--- src/rtl/regfile_wb_arbiter_if.sv ---
// Writeback bus between the ALU / load-store producers and the
// register-file write arbiter.
interface regfile_wb_arbiter_if #(
    parameter int DATA_W = 32,
    parameter int ADDR_W = 5,
    parameter int CNT_W  = 3
);
    logic              alu_valid;
    logic [ADDR_W-1:0] alu_addr;
    logic [DATA_W-1:0] alu_data;
    logic              alu_stall;
    logic              lsu_valid;
    logic              lsu_ready;
    logic [ADDR_W-1:0] lsu_addr;
    logic [DATA_W-1:0] lsu_data;
    logic              reg_write_enable;
    logic [ADDR_W-1:0] reg_write_address;
    logic [DATA_W-1:0] write_data;
    logic [CNT_W-1:0]  fifo_count;

    modport slave (
        input  alu_valid, alu_addr, alu_data,
        input  lsu_valid, lsu_addr, lsu_data,
        output alu_stall, lsu_ready,
        output reg_write_enable, reg_write_address,
        output write_data, fifo_count
    );

    modport master (
        output alu_valid, alu_addr, alu_data,
        output lsu_valid, lsu_addr, lsu_data,
        input  alu_stall, lsu_ready,
        input  reg_write_enable, reg_write_address,
        input  write_data, fifo_count
    );
endinterface

--- src/rtl/regfile_wb_arbiter.sv ---
// Merges the ALU path and the buffered load/multiply path onto the
// single register-file write port, with r0 suppression and anti-starvation.
module regfile_wb_arbiter #(
    parameter int DATA_W     = 32,
    parameter int ADDR_W     = 5,
    parameter int FIFO_DEPTH = 4,
    parameter int MAX_STARVE = 3
) (
    input logic clock,
    input logic Reset,
    regfile_wb_arbiter_if.slave bus
);
    localparam int CNT_W = $clog2(FIFO_DEPTH + 1);
    localparam int PTR_W = $clog2(FIFO_DEPTH);
    localparam int SC_W  = $clog2(MAX_STARVE + 1);

    logic [ADDR_W-1:0] mem_addr [FIFO_DEPTH];
    logic [DATA_W-1:0] mem_data [FIFO_DEPTH];
    logic [PTR_W-1:0]  rd_ptr;
    logic [PTR_W-1:0]  wr_ptr;
    logic [CNT_W-1:0]  count;
    logic [SC_W-1:0]   starve;

    logic fifo_empty;
    logic fifo_full;
    logic starved;
    logic ready;
    logic stall;
    logic alu_req;
    logic push;
    logic pop;
    logic take_alu;

    assign fifo_empty = (count == '0);
    assign fifo_full  = (count == CNT_W'(FIFO_DEPTH));
    assign starved    = (starve == SC_W'(MAX_STARVE));

    // Both handshake outputs come from registered state only.
    assign ready    = !Reset && !fifo_full;
    assign stall    = !Reset && starved && !fifo_empty;
    assign alu_req  = bus.alu_valid && (bus.alu_addr != '0);
    assign push     = bus.lsu_valid && ready && (bus.lsu_addr != '0);
    assign pop      = stall || (!alu_req && !fifo_empty);
    assign take_alu = alu_req && !stall;

    assign bus.lsu_ready  = ready;
    assign bus.alu_stall  = stall;
    assign bus.fifo_count = count;

    // FIFO storage is data-only, so it needs no reset.
    always_ff @(posedge clock) begin
        if (push) begin
            mem_addr[wr_ptr] <= bus.lsu_addr;
            mem_data[wr_ptr] <= bus.lsu_data;
        end
    end

    // FIFO pointers and occupancy.
    always_ff @(posedge clock or posedge Reset) begin
        if (Reset) begin
            rd_ptr <= '0;
            wr_ptr <= '0;
            count  <= '0;
        end else begin
            if (push)
                wr_ptr <= wr_ptr + PTR_W'(1);
            if (pop)
                rd_ptr <= rd_ptr + PTR_W'(1);
            if (push && !pop)
                count <= count + CNT_W'(1);
            else if (pop && !push)
                count <= count - CNT_W'(1);
        end
    end

    // Count consecutive ALU wins that left a FIFO entry waiting.
    always_ff @(posedge clock or posedge Reset) begin
        if (Reset)
            starve <= '0;
        else if (pop || fifo_empty)
            starve <= '0;
        else if (take_alu && !starved)
            starve <= starve + SC_W'(1);
    end

    // Registered register-file write port.
    always_ff @(posedge clock or posedge Reset) begin
        if (Reset) begin
            bus.reg_write_enable  <= 1'b0;
            bus.reg_write_address <= '0;
            bus.write_data        <= '0;
        end else if (pop) begin
            bus.reg_write_enable  <= 1'b1;
            bus.reg_write_address <= mem_addr[rd_ptr];
            bus.write_data        <= mem_data[rd_ptr];
        end else if (take_alu) begin
            bus.reg_write_enable  <= 1'b1;
            bus.reg_write_address <= bus.alu_addr;
            bus.write_data        <= bus.alu_data;
        end else begin
            bus.reg_write_enable  <= 1'b0;
        end
    end
endmodule

--- src/flat_wrapper.sv ---
// flat-port wrapper written by rule: the top's interface ports become plain ports
module regfile_wb_arbiter_flat 
#(
    parameter int DATA_W     = 32,
    parameter int ADDR_W     = 5,
    parameter int FIFO_DEPTH = 4,
    parameter int MAX_STARVE = 3
)
  (clock, Reset, bus_alu_valid, bus_alu_addr, bus_alu_data, bus_lsu_valid, bus_lsu_addr, bus_lsu_data, bus_alu_stall, bus_lsu_ready, bus_reg_write_enable, bus_reg_write_address, bus_write_data, bus_fifo_count);
  regfile_wb_arbiter_if #(.DATA_W(DATA_W), .ADDR_W(ADDR_W), .CNT_W((3))) bus_i ();
  input logic clock;
  input logic Reset;
  input wire logic [$bits(bus_i.alu_valid)-1:0] bus_alu_valid;
  input wire logic [$bits(bus_i.alu_addr)-1:0] bus_alu_addr;
  input wire logic [$bits(bus_i.alu_data)-1:0] bus_alu_data;
  input wire logic [$bits(bus_i.lsu_valid)-1:0] bus_lsu_valid;
  input wire logic [$bits(bus_i.lsu_addr)-1:0] bus_lsu_addr;
  input wire logic [$bits(bus_i.lsu_data)-1:0] bus_lsu_data;
  output wire logic [$bits(bus_i.alu_stall)-1:0] bus_alu_stall;
  output wire logic [$bits(bus_i.lsu_ready)-1:0] bus_lsu_ready;
  output wire logic [$bits(bus_i.reg_write_enable)-1:0] bus_reg_write_enable;
  output wire logic [$bits(bus_i.reg_write_address)-1:0] bus_reg_write_address;
  output wire logic [$bits(bus_i.write_data)-1:0] bus_write_data;
  output wire logic [$bits(bus_i.fifo_count)-1:0] bus_fifo_count;
  assign bus_i.alu_valid = bus_alu_valid;
  assign bus_i.alu_addr = bus_alu_addr;
  assign bus_i.alu_data = bus_alu_data;
  assign bus_i.lsu_valid = bus_lsu_valid;
  assign bus_i.lsu_addr = bus_lsu_addr;
  assign bus_i.lsu_data = bus_lsu_data;
  assign bus_alu_stall = bus_i.alu_stall;
  assign bus_lsu_ready = bus_i.lsu_ready;
  assign bus_reg_write_enable = bus_i.reg_write_enable;
  assign bus_reg_write_address = bus_i.reg_write_address;
  assign bus_write_data = bus_i.write_data;
  assign bus_fifo_count = bus_i.fifo_count;
  regfile_wb_arbiter #(.DATA_W(DATA_W), .ADDR_W(ADDR_W), .FIFO_DEPTH(FIFO_DEPTH), .MAX_STARVE(MAX_STARVE)) u_core (.clock(clock), .Reset(Reset), .bus(bus_i));
endmodule
--- config.mk ---
export PLATFORM = sky130hd
export DESIGN_NAME = regfile_wb_arbiter_flat
export DESIGN_NICKNAME = d
export VERILOG_FILES = /design/src/rtl/regfile_wb_arbiter_if.sv /design/src/rtl/regfile_wb_arbiter.sv /design/src/flat_wrapper.sv
export SDC_FILE = /design/constraint.sdc
export NUM_CORES = 1
export LEC_CHECK = 0
export CORE_MARGIN = 2
export CORE_UTILIZATION = 50
export DETAILED_ROUTE_END_ITERATION = 6
export HOLD_SLACK_MARGIN = 0.05
export PLACE_DENSITY_LB_ADDON = 0.12
export SETUP_SLACK_MARGIN = 0.05
export SLEW_MARGIN = 20
export SYNTH_ARGS = -nofsm -noshare
export SYNTH_HDL_FRONTEND = slang
export SYNTH_SLANG_ARGS = --single-unit
--- constraint.sdc ---
create_clock -name clock -period 3.2 [get_ports clock]
set_input_delay 0.8 -clock clock [delete_from_list [all_inputs] [get_ports clock]]
set_output_delay 0.8 -clock clock [all_outputs]
set_load 0.01 [all_outputs]
* Word level (Yosys, flattened, before mapping) *
Memory sizes are Yosys's and may differ from the RTL's.
Cells that the tools add are included.

word-level totals
  output and inout port bits = 43
  memory bits (writable) = 148
  memories = 2
  bits in registers = 47
  word-level logic and storage cells = 55

cells by class
  add/sub/neg operators = 5
  mux-type cells = 12
  equal/unequal tests = 2
  reductions and logical operators = 27

memories
  name             depth  bits a word  rd ports  clocked after memory_dff  wr ports  line                      source
  u_core.mem_data  4      32           1         0                         1         regfile_wb_arbiter.sv:18  logic [DATA_W-1:0] mem_data [FIFO_DEPTH];
  u_core.mem_addr  4      5            1         0                         1         regfile_wb_arbiter.sv:17  logic [ADDR_W-1:0] mem_addr [FIFO_DEPTH];

operator list
  operator                                          number
  two-way mux 32 bit                                2
  logical AND 1 bit                                 11
  two-way mux 5 bit                                 2
  nonzero test 5 bit                                2
  logical NOT 1 bit                                 8
  adder 2 x 1 -> 2 bit, second input constant       3
  two-way mux 3 bit                                 2
  nonzero test 2 bit                                3
  two-way mux 1 bit                                 4
  two-way mux 2 bit                                 2
  adder 3 x 1 -> 3 bit, second input constant       1
  equality test 3 bit, second input constant        1
  logical NOT 3 bit                                 1
  subtractor 3 x 1 -> 3 bit, second input constant  1
  equality test 2 bit, second input constant        1
  logical OR 1 bit                                  2

* Logic depth before layout (Yosys ltp) *
  depth in word-level cells = 9
  depth in mapped cells = 11
  gate-level depth less buffers = 10

* Worst setup path before layout *
No wires, ideal clock.

  kind = in2reg
  start = input bus_alu_addr[1]
  end = register u_core.count[1], in the netlist u_core.bus.fifo_count[1]
  setup time = 0.125 ns
  setup slack = 0.352 ns
  path buffers = 1
  cell stages on the path = 8
  arrival = 2.723 ns
  cells stage by stage = or4_4 -> o221ai_2 -> buf_6 -> nand2_1 -> ha_1 -> inv_1 -> fa_1 -> mux2_2

on the way
  word-level cells in the longest chain between the ends = 8
  elaborated cells between the ends (all ways) = 10
  classes of those cells = mux: 1; reduce/logical: 9

RTL lines
  item                                                            line                      source
  from (decl)                                                     flat_wrapper.sv:14        input wire logic [$bits(bus_i.alu_addr)-1:0] bus_alu_addr;
  nonzero test 5 bit (*)                                          regfile_wb_arbiter.sv:41  assign alu_req = bus.alu_valid && (bus.alu_addr != '0);
  logical AND 1 bit (*)                                           regfile_wb_arbiter.sv:41
  logical NOT 1 bit (*)                                           regfile_wb_arbiter.sv:43  assign pop = stall || (!alu_req && !fifo_empty);
  logical AND 1 bit (*)                                           regfile_wb_arbiter.sv:43
  logical OR 1 bit (*)                                            regfile_wb_arbiter.sv:43
  logical NOT 1 bit                                               regfile_wb_arbiter.sv:69  if (push && !pop)
  logical AND 1 bit                                               regfile_wb_arbiter.sv:69
  two-way mux 3 bit / nonzero test 2 bit (equally long branches)  n/a
  to (signal assigned)                                            regfile_wb_arbiter.sv:70  count <= count + CNT_W'(1);
  to (signal assigned)                                            regfile_wb_arbiter.sv:72  count <= count - CNT_W'(1);
  to (decl)                                                       regfile_wb_arbiter.sv:21  logic [CNT_W-1:0] count;

Mark *: on every way between the ends. The rest lies on a longest branch, timed or not.
A chain may end at the register's enable or synchronous reset.

* Worst setup path in the final report *
  start = input Reset
  end = output bus_alu_stall

on the way
  word-level cells in the longest chain between the ends = 3

RTL lines
  item                            line                      source
  from (decl)                     flat_wrapper.sv:12        input logic Reset;
  logical NOT 1 bit               regfile_wb_arbiter.sv:40  assign stall = !Reset && starved && !fifo_empty;
  logical AND 1 bit (2 in a row)  regfile_wb_arbiter.sv:40
  to (decl)                       flat_wrapper.sv:19        output wire logic [$bits(bus_i.alu_stall)-1:0] bus_alu_stall;

No other way between the ends.

==> impl_results.md <==
* Final net count at around 670
* Worst-Skew Late Latency at 0.42 ns
* Yosys top cell area share at between 50% and 60%
* YS warnings at 0
* Tmin final at 3.030 ns
* Worst flop-to-flop path startpoint: u_core.bus.fifo_count[0]
* Hold WC Path Type: flip-flop to flip-flop
* Clk sinks at 195
* MaxCap Viol Count at 0
* DR vias/cell at 5.588
* Final Cycle Share at 94.69%
* Fill cells at 1041
* Worst path arrival time at approximately 2.2 ns
* Avg Cell Area, Syn at 16.91 um2
* Largest net degree at the start of global routing at 46
* Area of the multi-input gates at 1836 um2
* Placer Congestion at 0.7412
* First-pass iteration count of the detailed router at 5
* Worst setup SP type: primary input
* Area grow syn2layout at 27.67%
* Total power at 7.877 mW
* DIE AREA at 16150 um2
* Total negative slack at 0 ns
* CTS tree: yes
* Register area share after synthesis at 74.21%
* DIE HEIGHT at about 130 um
* P_leak at about 3.4 nW
* Wirelength per Cell at 19.76 um
* RSZ-0062 raised after global routing: false
* Worst-Margin Slew at 1.009 ns
* Post-CTS setup buffers at 0
* Row cnt at 44
* IO Count at 121
* Hpwl dp at a little under 10 mm
* F_max at 330.0 MHz
* Number of CTS-inserted buffers at 17
* HP Start: u_core.bus.reg_write_address[2]
* Crit path from: Reset
* Initial drt markers at approximately 350
* Total grt overflow at 0
* Distinct cells, synth at 30
* Syn Inst Count at 448
* Status: finished, final reports clean
* Max-slew headroom at 32.76%
* Initial antenna violation count at 0
* Yosys reg bits at 195
* Htree depth at 4
* Initial Util at 51.72%
* Antenna Cells at 0
* Final hold viol count at 0
* Post-route DRC at 0
* Longest Clk Path Bufs at 2
* Most frequent cells in the layout: 148 x edfxtp_1, 120 x clkdlybuf4s50_1, 76 x nand2_1, 45 x dfrtp_1, 40 x nor2_1
* DIE WIDTH at 127.1 um
* Worst Path Class, Setup: primary input to primary output
* CP Data Required Time at 2.40 ns
* DRT Wirelength at ~15 mm
* Main area contributors after synthesis: edfxtp_1 59%, dfrtp_1 16%, mux4_2 11%
* Final core area utilization at 66.03%
* Worst setup EP type: primary output
* Post-Syn Area at 7574 um2
* CTS resizes at 0
* Post-Layout Cell Count at 780
* Vias in the first global route at 4560
* Via count at 4359
* Worst clock skew at 0.01017 ns
* Peak supply drop at 0.4888 mV
* Global-route wire length before repair at approximately 25 mm
* Reg clk slew, reported paths at 0.07 ns
* Register Area at 5623 um2
* # hold bufs at CTS at 0
* Most common cell after layout, fill and taps aside: edfxtp_1
* Setup violations, final at 0
* Root buffer cell: clkbuf_16
* Placed cell count at around 750
* Crit Path Max Fanout at 5
* Antenna Nets Post-Route at 0
* Power per cell area at 814.6 nW/um2
* Slew Limit Fails at 0
* GRT Overall Usage at 20.35%
* Layout cells sized above 1 at 16.78%
* WHS at 0.5355 ns
* Mapped Nets at 533
* Core area at 14640 um2
* Area leader, netlist: edfxtp_1
* IO buf count at 120
-- worst max-delay path, cell delays in order --
cell and delay, ns:
clkdlybuf4s50_1 0.50, nand2b_1 0.27, nor2_1 0.12, clkdlybuf4s50_1 0.54
-- Yosys cell counts --
| master | number |
|---|---|
| nand2b_1 | 1 |
| or3_1 | 1 |
| nor2b_1 | 1 |
| mux2_2 | 2 |
| or4_4 | 1 |
| o21a_1 | 1 |
| ha_1 | 6 |
| o21ai_0 | 1 |
| and2_1 | 4 |
| buf_4 | 2 |
| fa_1 | 1 |
| nand3_1 | 2 |
| o221ai_2 | 1 |
| buf_2 | 11 |
| o211a_1 | 1 |
| mux4_2 | 37 |
| a21oi_1 | 1 |
| clkbuf_1 | 9 |
| edfxtp_1 | 148 |
| nor3_1 | 2 |
| a31oi_1 | 38 |
| buf_6 | 2 |
| nor3_2 | 1 |
| inv_1 | 4 |
| nor2_1 | 40 |
| xnor2_1 | 4 |
| nand2_1 | 76 |
| dfrtp_1 | 47 |
| or4_1 | 1 |
| xor2_1 | 2 |
-- final cells by class --
cell class | count | area share [%]
clock buffer | 23 | 5.280
clock inverter | 9 | 0.6858
inverter | 4 | 0.1553
multi-input combinational | 225 | 18.98
sequential | 195 | 58.15
tap | 184 | 2.381
timing repair buffer | 140 | 14.36
-- worst paths after layout --
check	to	slack, ns	depth (start not counted)
worst min-delay path	u_core.bus.reg_write_address[2]	0.54	2
max in group asynchronous	u_core.bus.write_data[31]	1.78	3
min in group asynchronous	u_core.bus.write_data[23]	0.82	2
worst max-delay path	bus_alu_stall	0.17	4
worst max register to register	u_core.bus.fifo_count[2]	0.85	10
worst min register to register	u_core.bus.reg_write_address[2]	0.54	2
-- where the power goes --
group          internal (mW)  total [mW]  switching, mW
registers               3.19        3.57          0.378
clock network           1.14        2.03          0.894
logic                   1.27        2.28           1.01
-- state kept, by name, summed over array words and instances (netlist names) --
register,cells
u_core.starve,2
u_core.bus.fifo_count,3
u_core.bus.reg_write_address,5
u_core.mem_data,128
u_core.mem_addr,20
u_core.bus.write_data,32
u_core.bus.reg_write_enable,1
u_core.wr_ptr,2
u_core.rd_ptr,2
-- stage by stage --
stage	cell area [um2]	worst slack, ns
after floorplan	7574	0.3522
after global placement	9092	0.05226
after detailed placement	9092	0.01310
after CTS	9669	0.1681
after global routing	9669	0.09871
final	9669	0.1699
-- layer usage --
metal / wire, um / part of all wire, % / vias up / track usage (%)
met5: 0 / 0 / - / 0
met4: 191 / 1.2 / 0 / 6.464
met3: 890 / 5.8 / 14 / 5.235
met2: 7575 / 49 / 137 / 32.29
met1: 6757 / 44 / 2233 / 28.15
li1: - / - / 1975 / -
-- logic make-up (layout without fill, tap and decap cells) --
group / Yosys count / in the layout / share of synthesized area [%]
compound gates: 43 / 43 / 3.701
xor+xnor: 6 / 6 / 0.6939
fa+ha+maj: 7 / 7 / 1.256
buf+inv: 28 / 176 / 1.867
flops: 195 / 195 / 74.21
mux: 39 / 39 / 11.30
simple gates: 130 / 130 / 6.972
Note: power is estimated with default switching activity, not from simulation.
